## src/rtl/branch_checkpoint_writer_if.sv

```systemverilog
`default_nettype none
// ============================================================================
//  Module   : branch_checkpoint_writer_if
//  Brief    : Bundle between the rename stage / branch unit (master) and the
//             branch checkpoint writer (slave). The checkpoint state outputs
//             feed the branch-state consumers directly.
//  Revision : 1.0  initial release
// ============================================================================
interface branch_checkpoint_writer_if #(
    parameter int BRANCH_NUM       = 4,
    parameter int REG_NUM          = 32,
    parameter int PHYS_REG_NUM     = 64,
    parameter int ACTIVE_LIST_SIZE = 64
);
    localparam int BN_IDX = $clog2(BRANCH_NUM);
    localparam int AR_IDX = $clog2(REG_NUM);
    localparam int PR_IDX = $clog2(PHYS_REG_NUM);
    localparam int AL_IDX = $clog2(ACTIVE_LIST_SIZE);

    // Checkpoint allocation at rename
    logic                               alloc_req;
    logic                               alloc_ready;
    logic [AL_IDX-1:0]                  alloc_id;
    logic [PR_IDX-1:0]                  alloc_free_head;
    logic [REG_NUM*PR_IDX-1:0]          alloc_map;

    // Delay-slot fold-in
    logic                               ds_req;
    logic                               ds_dest_we;
    logic [AR_IDX-1:0]                  ds_arch;
    logic [PR_IDX-1:0]                  ds_phys;
    logic [PR_IDX-1:0]                  ds_free_head;

    // Branch resolution and misprediction recovery
    logic                               resolve_ok;
    logic [AL_IDX-1:0]                  resolve_id;
    logic                               recover_en;
    logic [BRANCH_NUM-1:0]              recover_valid;
    logic [BN_IDX-1:0]                  recover_wp;

    // Checkpoint state
    logic [BRANCH_NUM-1:0]              valid;
    logic [BN_IDX-1:0]                  write_pointer;
    logic [BRANCH_NUM*AL_IDX-1:0]       branch_id;
    logic [BRANCH_NUM*PR_IDX-1:0]       free_head;
    logic [BRANCH_NUM*REG_NUM*PR_IDX-1:0] rename_buf;
    logic [BRANCH_NUM-1:0]              ds_valid;
    logic [BN_IDX:0]                    live_count;

    modport master (
        output alloc_req, alloc_id, alloc_free_head, alloc_map,
        output ds_req, ds_dest_we, ds_arch, ds_phys, ds_free_head,
        output resolve_ok, resolve_id, recover_en, recover_valid, recover_wp,
        input  alloc_ready, valid, write_pointer, branch_id, free_head,
        input  rename_buf, ds_valid, live_count
    );

    modport slave (
        input  alloc_req, alloc_id, alloc_free_head, alloc_map,
        input  ds_req, ds_dest_we, ds_arch, ds_phys, ds_free_head,
        input  resolve_ok, resolve_id, recover_en, recover_valid, recover_wp,
        output alloc_ready, valid, write_pointer, branch_id, free_head,
        output rename_buf, ds_valid, live_count
    );
endinterface
`default_nettype wire

```

## src/rtl/branch_checkpoint_writer.sv

```systemverilog
`default_nettype none
// ============================================================================
//  Module   : branch_checkpoint_writer
//  Brief    : Creates and retires branch checkpoints (branch id, free-list
//             head, full rename map) used by misprediction recovery. The
//             delay-slot rename is folded into the most recent checkpoint.
//  Revision : 1.0  initial release
// ============================================================================
module branch_checkpoint_writer #(
    parameter int BRANCH_NUM       = 4,
    parameter int REG_NUM          = 32,
    parameter int PHYS_REG_NUM     = 64,
    parameter int ACTIVE_LIST_SIZE = 64
) (
    input  logic                          clk,
    input  logic                          rst,
    branch_checkpoint_writer_if.slave     bus
);
    localparam int BN_IDX = $clog2(BRANCH_NUM);
    localparam int PR_IDX = $clog2(PHYS_REG_NUM);
    localparam int AL_IDX = $clog2(ACTIVE_LIST_SIZE);
    localparam int MAP_W  = REG_NUM * PR_IDX;

    localparam logic [BN_IDX-1:0] c_wp_one = BN_IDX'(1);

    // ------------------------------------------------------------------
    // Registered checkpoint state
    // ------------------------------------------------------------------
    logic [BRANCH_NUM-1:0] r_valid;
    logic [BRANCH_NUM-1:0] r_ds_valid;
    logic [BN_IDX-1:0]     r_wp;
    logic [AL_IDX-1:0]     r_branch_id  [BRANCH_NUM];
    logic [PR_IDX-1:0]     r_free_head  [BRANCH_NUM];
    logic [MAP_W-1:0]      r_rename_buf [BRANCH_NUM];

    // ------------------------------------------------------------------
    // Request decode
    // ------------------------------------------------------------------
    logic                  w_alloc_ready;
    logic                  w_alloc_fire;
    logic [BN_IDX-1:0]     w_ds_slot;
    logic                  w_ds_fire;
    logic [BRANCH_NUM-1:0] w_alloc_onehot;
    logic [BRANCH_NUM-1:0] w_ds_onehot;
    logic [BRANCH_NUM-1:0] w_resolve_clear;
    logic [BRANCH_NUM-1:0] w_valid_nxt;
    logic [BN_IDX-1:0]     w_wp_nxt;
    logic [BN_IDX:0]       w_live_count;

    // Allocation never skips a stale slot: it simply waits for it to free up.
    assign w_alloc_ready = ~r_valid[r_wp];
    assign w_alloc_fire  = bus.alloc_req & w_alloc_ready & ~bus.recover_en;

    // The delay slot belongs to the branch most recently checkpointed, which
    // sits one behind the write pointer as seen before this cycle's update.
    assign w_ds_slot = r_wp - c_wp_one;
    assign w_ds_fire = bus.ds_req & r_valid[w_ds_slot] & ~bus.recover_en;

    // One-hot slot selects for the allocate and delay-slot writes
    always_comb begin
        w_alloc_onehot = '0;
        w_ds_onehot    = '0;
        if (w_alloc_fire) begin
            w_alloc_onehot[r_wp] = 1'b1;
        end
        if (w_ds_fire) begin
            w_ds_onehot[w_ds_slot] = 1'b1;
        end
    end

    // Every live slot whose branch id matches a correct resolution retires
    always_comb begin
        w_resolve_clear = '0;
        for (int i = 0; i < BRANCH_NUM; i++) begin
            w_resolve_clear[i] = bus.resolve_ok & r_valid[i] &
                                 (r_branch_id[i] == bus.resolve_id);
        end
    end

    // Next valid mask / write pointer; recovery overrides the front end
    always_comb begin
        w_valid_nxt = r_valid;
        w_wp_nxt    = r_wp;
        if (bus.recover_en) begin
            w_valid_nxt = bus.recover_valid & ~w_resolve_clear;
            w_wp_nxt    = bus.recover_wp;
        end else begin
            w_valid_nxt = (r_valid & ~w_resolve_clear) | w_alloc_onehot;
            if (w_alloc_fire) begin
                w_wp_nxt = r_wp + c_wp_one;
            end
        end
    end

    // Valid mask and write pointer registers
    always_ff @(posedge clk or posedge rst) begin
        if (rst) begin
            r_valid <= '0;
            r_wp    <= '0;
        end else begin
            r_valid <= w_valid_nxt;
            r_wp    <= w_wp_nxt;
        end
    end

    // ------------------------------------------------------------------
    // Per-slot checkpoint payload. Invalidated slots keep their contents.
    // ------------------------------------------------------------------
    generate
        for (genvar g = 0; g < BRANCH_NUM; g++) begin : g_slot
            // Capture the branch checkpoint, then fold in its delay slot
            always_ff @(posedge clk or posedge rst) begin
                if (rst) begin
                    r_ds_valid[g]   <= 1'b0;
                    r_branch_id[g]  <= '0;
                    r_free_head[g]  <= '0;
                    r_rename_buf[g] <= '0;
                end else begin
                    if (w_alloc_onehot[g]) begin
                        r_ds_valid[g]   <= 1'b0;
                        r_branch_id[g]  <= bus.alloc_id;
                        r_free_head[g]  <= bus.alloc_free_head;
                        r_rename_buf[g] <= bus.alloc_map;
                    end
                    if (w_ds_onehot[g]) begin
                        r_ds_valid[g]  <= 1'b1;
                        r_free_head[g] <= bus.ds_free_head;
                        if (bus.ds_dest_we) begin
                            r_rename_buf[g][bus.ds_arch*PR_IDX +: PR_IDX] <= bus.ds_phys;
                        end
                    end
                end
            end
        end
    endgenerate

    // ------------------------------------------------------------------
    // Outputs
    // ------------------------------------------------------------------

    // Population count of live checkpoints
    always_comb begin
        w_live_count = '0;
        for (int i = 0; i < BRANCH_NUM; i++) begin
            w_live_count = w_live_count + (BN_IDX+1)'(r_valid[i]);
        end
    end

    logic [BRANCH_NUM*AL_IDX-1:0] w_branch_id_flat;
    logic [BRANCH_NUM*PR_IDX-1:0] w_free_head_flat;
    logic [BRANCH_NUM*MAP_W-1:0]  w_rename_flat;

    // Flatten per-slot payload, slot i in the i-th field
    always_comb begin
        w_branch_id_flat = '0;
        w_free_head_flat = '0;
        w_rename_flat    = '0;
        for (int i = 0; i < BRANCH_NUM; i++) begin
            w_branch_id_flat[i*AL_IDX +: AL_IDX] = r_branch_id[i];
            w_free_head_flat[i*PR_IDX +: PR_IDX] = r_free_head[i];
            w_rename_flat[i*MAP_W +: MAP_W]      = r_rename_buf[i];
        end
    end

    assign bus.alloc_ready   = w_alloc_ready;
    assign bus.valid         = r_valid;
    assign bus.write_pointer = r_wp;
    assign bus.branch_id     = w_branch_id_flat;
    assign bus.free_head     = w_free_head_flat;
    assign bus.rename_buf    = w_rename_flat;
    assign bus.ds_valid      = r_ds_valid;
    assign bus.live_count    = w_live_count;

endmodule
`default_nettype wire

```

## src/flat_wrapper.sv

```systemverilog
// flat-port wrapper written by rule: the top's interface ports become plain ports
module branch_checkpoint_writer_flat 
#(
    parameter int BRANCH_NUM       = 4,
    parameter int REG_NUM          = 32,
    parameter int PHYS_REG_NUM     = 64,
    parameter int ACTIVE_LIST_SIZE = 64
)
  (clk, rst, bus_alloc_req, bus_alloc_id, bus_alloc_free_head, bus_alloc_map, bus_ds_req, bus_ds_dest_we, bus_ds_arch, bus_ds_phys, bus_ds_free_head, bus_resolve_ok, bus_resolve_id, bus_recover_en, bus_recover_valid, bus_recover_wp, bus_alloc_ready, bus_valid, bus_write_pointer, bus_branch_id, bus_free_head, bus_rename_buf, bus_ds_valid, bus_live_count);
  branch_checkpoint_writer_if #(.BRANCH_NUM(BRANCH_NUM), .REG_NUM(REG_NUM), .PHYS_REG_NUM(PHYS_REG_NUM), .ACTIVE_LIST_SIZE(ACTIVE_LIST_SIZE)) bus_i ();
  input  logic clk;
  input  logic rst;
  input wire logic [$bits(bus_i.alloc_req)-1:0] bus_alloc_req;
  input wire logic [$bits(bus_i.alloc_id)-1:0] bus_alloc_id;
  input wire logic [$bits(bus_i.alloc_free_head)-1:0] bus_alloc_free_head;
  input wire logic [$bits(bus_i.alloc_map)-1:0] bus_alloc_map;
  input wire logic [$bits(bus_i.ds_req)-1:0] bus_ds_req;
  input wire logic [$bits(bus_i.ds_dest_we)-1:0] bus_ds_dest_we;
  input wire logic [$bits(bus_i.ds_arch)-1:0] bus_ds_arch;
  input wire logic [$bits(bus_i.ds_phys)-1:0] bus_ds_phys;
  input wire logic [$bits(bus_i.ds_free_head)-1:0] bus_ds_free_head;
  input wire logic [$bits(bus_i.resolve_ok)-1:0] bus_resolve_ok;
  input wire logic [$bits(bus_i.resolve_id)-1:0] bus_resolve_id;
  input wire logic [$bits(bus_i.recover_en)-1:0] bus_recover_en;
  input wire logic [$bits(bus_i.recover_valid)-1:0] bus_recover_valid;
  input wire logic [$bits(bus_i.recover_wp)-1:0] bus_recover_wp;
  output wire logic [$bits(bus_i.alloc_ready)-1:0] bus_alloc_ready;
  output wire logic [$bits(bus_i.valid)-1:0] bus_valid;
  output wire logic [$bits(bus_i.write_pointer)-1:0] bus_write_pointer;
  output wire logic [$bits(bus_i.branch_id)-1:0] bus_branch_id;
  output wire logic [$bits(bus_i.free_head)-1:0] bus_free_head;
  output wire logic [$bits(bus_i.rename_buf)-1:0] bus_rename_buf;
  output wire logic [$bits(bus_i.ds_valid)-1:0] bus_ds_valid;
  output wire logic [$bits(bus_i.live_count)-1:0] bus_live_count;
  assign bus_i.alloc_req = bus_alloc_req;
  assign bus_i.alloc_id = bus_alloc_id;
  assign bus_i.alloc_free_head = bus_alloc_free_head;
  assign bus_i.alloc_map = bus_alloc_map;
  assign bus_i.ds_req = bus_ds_req;
  assign bus_i.ds_dest_we = bus_ds_dest_we;
  assign bus_i.ds_arch = bus_ds_arch;
  assign bus_i.ds_phys = bus_ds_phys;
  assign bus_i.ds_free_head = bus_ds_free_head;
  assign bus_i.resolve_ok = bus_resolve_ok;
  assign bus_i.resolve_id = bus_resolve_id;
  assign bus_i.recover_en = bus_recover_en;
  assign bus_i.recover_valid = bus_recover_valid;
  assign bus_i.recover_wp = bus_recover_wp;
  assign bus_alloc_ready = bus_i.alloc_ready;
  assign bus_valid = bus_i.valid;
  assign bus_write_pointer = bus_i.write_pointer;
  assign bus_branch_id = bus_i.branch_id;
  assign bus_free_head = bus_i.free_head;
  assign bus_rename_buf = bus_i.rename_buf;
  assign bus_ds_valid = bus_i.ds_valid;
  assign bus_live_count = bus_i.live_count;
  branch_checkpoint_writer #(.BRANCH_NUM(BRANCH_NUM), .REG_NUM(REG_NUM), .PHYS_REG_NUM(PHYS_REG_NUM), .ACTIVE_LIST_SIZE(ACTIVE_LIST_SIZE)) u_core (.clk(clk), .rst(rst), .bus(bus_i));
endmodule
```

## config.mk

```make
export PLATFORM = sky130hd
export DESIGN_NAME = branch_checkpoint_writer_flat
export DESIGN_NICKNAME = d
export VERILOG_FILES = /design/src/rtl/branch_checkpoint_writer_if.sv /design/src/rtl/branch_checkpoint_writer.sv /design/src/flat_wrapper.sv
export SDC_FILE = /design/constraint.sdc
export NUM_CORES = 2
export LEC_CHECK = 0
export BUFFER_PORTS_ARGS = -buffer_cell sky130_fd_sc_hd__buf_2
export CAP_MARGIN = 20
export CORE_AREA = 5 5 419 421
export DETAILED_ROUTE_END_ITERATION = 10
export DIE_AREA = 0 0 424 426
export GPL_ROUTABILITY_DRIVEN = 0
export PLACE_DENSITY = 0.47
export SLEW_MARGIN = 20
export SYNTH_ARGS = -nofsm -noshare
export SYNTH_HDL_FRONTEND = slang
export SYNTH_SLANG_ARGS = --single-unit
```

## constraint.sdc

```tcl
create_clock -name clk -period 36.6 [get_ports clk]
set_input_delay 5.49 -clock clk [delete_from_list [all_inputs] [get_ports clk]]
set_output_delay 5.49 -clock clk [all_outputs]
set_load 0.01 [all_outputs]
```

# Word level (Yosys, flattened, before mapping)
# Cells that the tools add are included.
# totals
regBits	826
output_inout_bits	830
input_bits	240
# classes
shifts	2
muxes	45
reduce_logical	7
add_sub_neg	6
multipliers	1
order_cmp	4
bitwise_logic	18
n_eq_ne	4
# ops
cell	n
192-bit two-way mux	12
192-bit bitwise mux	4
6-bit by 34-bit variable shift with 192-bit output (first input constant)	1
6-bit by 34-bit indexed part select with 192-bit output	1
6-bit two-way mux	8
8-bit negation with 34-bit output	1
6-bit == test	4
1-bit AND	12
1-bit two-way mux	12
4-bit two-way mux	3
2-bit nonzero test	5
4-bit AND	2
5-bit by 2-bit multiplier with 7-bit output (second input constant)	1
3-bit by 1-bit adder with 3-bit output	2
2-bit by 3-bit < comparator with 1-bit output (second input constant)	2
1-bit binary-select mux with 2-bit select	2
1-bit demux with 2-bit select	2
2-bit by 1-bit >= comparator with 1-bit output (second input constant)	2
2-bit two-way mux	2
4-bit inverter	1
4-bit OR	1
1-bit by 1-bit adder with 2-bit output	1
2-bit by 1-bit adder with 2-bit output (second input constant)	1
1-bit logical AND	2
2 further kinds	3

# Logic depth before layout (Yosys ltp)
# logic_depth
word_depth	10
mapped_depth	15

# Least setup slack after synthesis
# No wires, ideal clock.
# synth_path
path_type	input to register
startpoint	input bus_ds_arch[0]
endpoint	register u_core.r_rename_buf, in the netlist u_core.bus.rename_buf[18]
arrival_time_ns	8.623
setup_ns	0.137
path_buffers	2
slack_ns	27.840
required_ns	36.463
path_stages	13
cell_sequence	ha_1 > fa_1 > a211o_1 > and3_1 > nor2_1 > nor2_1 > ha_1 > clkbuf_1 > nand2_1 > buf_2 > nor3_2 > nand2_1 > mux2i_1
# synth_via
elab_chain_len	6
elab_cells_between_ends	7
cone_classes	add/sub: 1; mul: 1; shift: 2; mux: 3
# synth_rtl
element	line	source
start: declaration	flat_wrapper.sv:19	input wire logic [$bits(bus_i.ds_arch)-1:0] bus_ds_arch;
5-bit by 2-bit multiplier with 7-bit output *	branch_checkpoint_writer.sv:129	r_rename_buf[g][bus.ds_arch*PR_IDX +: PR_IDX] <= bus.ds_phys;
8-bit negation with 34-bit output *	branch_checkpoint_writer.sv:129	
6-bit by 34-bit indexed part select with 192-bit output or 6-bit by 34-bit variable shift with 192-bit output (tied branches)	branch_checkpoint_writer.sv:129	
192-bit bitwise mux *	branch_checkpoint_writer.sv:129	
192-bit two-way mux *	branch_checkpoint_writer.sv:128	if (bus.ds_dest_we) begin
192-bit two-way mux *	branch_checkpoint_writer.sv:125	if (w_ds_onehot[g]) begin
end signal: indexed assignment	branch_checkpoint_writer.sv:123	r_rename_buf[g] <= bus.alloc_map;
end signal: indexed assignment	branch_checkpoint_writer.sv:129	
end: declaration	branch_checkpoint_writer.sv:34	logic [MAP_W-1:0] r_rename_buf [BRANCH_NUM];
# Every way passes the cells marked *; elsewhere a longest branch is shown, timed or not.
# A chain may end at the register's enable or synchronous reset.

# Worst setup path after layout
# layout_path
startpoint	input bus_ds_arch[0]
endpoint	register u_core.r_rename_buf, in the netlist u_core.bus.rename_buf[653]
# Same word-level chain as after synthesis.

==> summary.txt <==
Outcome
  • Status: finished clean

Clock tree
  • Max Buffers Root-to-Sink: 3
  • Postcts setup bufs: 0
  • Clk_lat worst skew: 750 ps
  • CTS root buf: clkbuf_16
  • Clk sinks: a little over 800
  • Hold-fix buffers, CTS: 0
  • H-tree depth: 3
  • Clk slew on worst S/H paths: 60 ps
  • TritonCTS Buffers: 102
  • CTS tree: built
  • PostCTS Resize Cnt: 0

Critical path
  • Reg-to-reg slack, setup: 31590 ps
  • WP data arrival: roughly 11000 ps
  • Worst setup SP type: input pin
  • Worst-path cell chain: buf_2 -> ha_1 -> fa_1 -> xnor2_2 -> and2_1 -> nand3_2 -> nor2_1 -> ha_1 -> inv_1 -> nor2_2 -> and2_1 -> nand2_1 -> mux2i_1
  • WP buf/inv: 2
  • Largest delay share family, worst path: simple AND/OR/NAND/NOR gates
  • CP max-delay cell: nor2_2
  • Max incr delay on CP: between 700 and 800 ps
  • Crit path capture type: register
  • Kind of critical path: in2reg
  • Critical Path RT: roughly 37000 ps
  • CP max FO: 43

Power
  • Internal: approximately 2.6 mW
  • NetSw: 1.83 mW
  • PwrDens: ~83 mW/mm2
  • Clk pwr share: a little under a quarter
  • Max VDD drop: 0.0374 mV
  • Total power: around 4.5 mW
  • Register share of total power: between 30% and 40%
  • Combinational power share: around two fifths
  • Sw Share: 40.9%
  • Leakage: 29.7 nW

Die
  • Die X: 424 um
  • Row cnt: about 150
  • Boundary Pins: roughly 1100
  • Die height: about 430 um
  • Die area: about 0.18 mm2
  • Core ar.: roughly 0.17 mm2
  • Initial core utilization: between 20% and 30%

Logic synthesis
  • Syn_nets: around 4000
  • Area contributors post-synth: dfrtp_1 (49%), mux2i_1 (32%), nand2_1 (4.6%)
  • Post-synthesis cell type count: 78
  • Ys Warns: 0
  • Avg Inst Size Synth: 11.3 um2
  • Count leader, synth: mux2i_1
  • Commonest cells post-synth: mux2i_1 (1367), dfrtp_1 (826), nand2_1 (516)
  • Leading register cell type out of synthesis: dfrtp_1
  • Seq/Total Area, Yosys: about half
  • Mapped Area: ~0.043 mm2
  • Synth area leader: dfrtp_1
  • Ys async rst share: between 90% and 100%
  • Number of synthesized flops with an enable pin: 0
  • FF+latch count, synth: a little over 800
  • Mapped Cells: ~3800
  • Yosys top cell area share: between 40% and 50%

Global route
  • GR Overflow Total: 0
  • Vias in the first global route: about 37000
  • Largest net degree at the start of global routing: around 150
  • Initial antenna violation count: 45
  • First-pass GRT wire length: around 310 mm
  • Tot GR Track Use: between 20 and 25%

Cells and area
  • Layout filler cell count: about 18000
  • Final Non-Filler Cells: just over 7000
  • Final Net Count: roughly 5000
  • Syn-to-layout area delta: 26.9%
  • Layout cell share with drive strength beyond 1: 29.3%

Routing
  • WL final: 228 mm
  • DR vias: ~36000
  • DRC Markers: 0
  • 1st-iter DRT viols: 2640
  • WL per Instance: roughly 32 um
  • Via-to-Cell Ratio: ~5.0
  • DR pass1 iterations: 5
  • Antenna-violating nets left: 0

Flow run
  • Max Cap Viol: 0

Placed design
  • Detailed Place HPWL: 171 mm
  • Port bufs: approximately 1100
  • Post-Place Cells: 6913

Timing
  • Rel. slew slack: between 10% and 20%
  • Fmax achieved: about 0.095 GHz
  • Worst-Margin Slew: about 1200 ps
  • Hold Slack: between 400 and 500 ps
  • RSZ-0062 raised after global routing: no
  • Final hold vios: 0
  • Setup Skew: 23.4 ps
  • Final setup fails: 0
  • Final Slew Violations: 0
  • Final min period: between 10000 and 15000 ps
  • Setup TNS Final: 0 ps
  • Final period util: between 20 and 30%

Min path
  • Worst min path class: reg2reg
[final timing paths]
path | startpoint | to | depth (start not counted)
worst max register to register | u_core.bus.write_pointer[1]$_DFFE_PP0P_ | u_core.bus.rename_buf[439]$_DFF_PP0_ | 9
worst max-delay path | bus_ds_arch[0] | u_core.bus.rename_buf[653]$_DFF_PP0_ | 13
min in group asynchronous | rst | u_core.bus.rename_buf[60]$_DFF_PP0_ | 2
worst min register to register | u_core.bus.ds_valid[0]$_DFFE_PP0P_ | u_core.bus.ds_valid[0]$_DFFE_PP0P_ | 2
max in group asynchronous | rst | u_core.bus.rename_buf[728]$_DFF_PP0_ | 6
worst min-delay path | u_core.bus.ds_valid[0]$_DFFE_PP0P_ | u_core.bus.ds_valid[0]$_DFFE_PP0P_ | 2
[per-stage QoR]
step / worst slack (ps) / instance area [um2] / utilization (%)
floorplan: 7910 / 42500 / -
global placement: 25320 / 50600 / 29.6
detailed placement: 25260 / 50600 / 29.6
CTS: 26100 / 53900 / 31.5
global route: 25730 / 54000 / 31.6
finish: 26050 / 54000 / 31.6
[kinds of logic after synthesis]
family                   after synthesis  share of synthesized area (%)
flip-flops                           826                           48.6
buffers and inverters                238                           2.36
adder cells (fa/ha/maj)               18                          0.565
multiplexers                        1397                           33.0
AND/OR/NAND/NOR                      946                           9.84
XOR/XNOR                              37                          0.862
AO/OA/AOI/OAI                        300                           4.77
[final cells by class]
class	count	area (um2)	share of cell area [%]
multi-input combinational	2698	21100	39.1
sequential	826	20700	38.3
timing repair buffer	1148	6000	11.1
clock buffer	153	2950	5.47
tap	2233	2790	5.18
clock inverter	28	389	0.721
antenna	17	42.5	0.0788
inverter	9	41.3	0.0765
[power by group through the flow]
stage	Sequential, mW	Clock [mW]	Combinational, mW
3_3_place_gp	1.66	0	1.77
2_1_floorplan	1.82	0	0.627
5_1_grt	1.72	1.10	1.90
4_1_cts	1.66	1.07	1.80
3_5_place_dp	1.67	0	1.79
6_report	1.67	1.04	1.77
[flip-flops by register name, summed over array words and instances, names as in the netlist]
name,flops
u_core.bus.rename_buf,768
u_core.bus.free_head,24
u_core.bus.write_pointer,2
u_core.bus.valid,4
u_core.bus.branch_id,24
u_core.bus.ds_valid,4
[layout by cell type, fill, tap and decap left out, drive strengths merged, types with 24 or more instances in the layout]
cell	n
a211oi	29
and2	55
mux2	28
nand3	47
nand2	517
and3	24
xnor2	25
nor2	198
o21ai	43
clkbuf	153
nor3	53
mux2i	1367
a21oi	67
a31oi	68
buf	1148
dfrtp	826
[routing by layer]
metal	up-vias	wire [um]	track usage, %
met2	1344	108000	39.7
met3	406	13400	4.82
met4	14	11500	11.8
met1	18400	95100	30.8
li1	15500	-	-
met5	-	93	0
[worst register-to-register path: stages, from the launching register on]
cell and delay (ps):
dfrtp_1 500, mux4_2 530, inv_1 80, nand2_1 120
nor2_1 640, and2_4 670, buf_4 840, buf_4 970
mux2i_1 410, mux2i_1 100
Note: power is estimated with default switching activity, not from simulation.
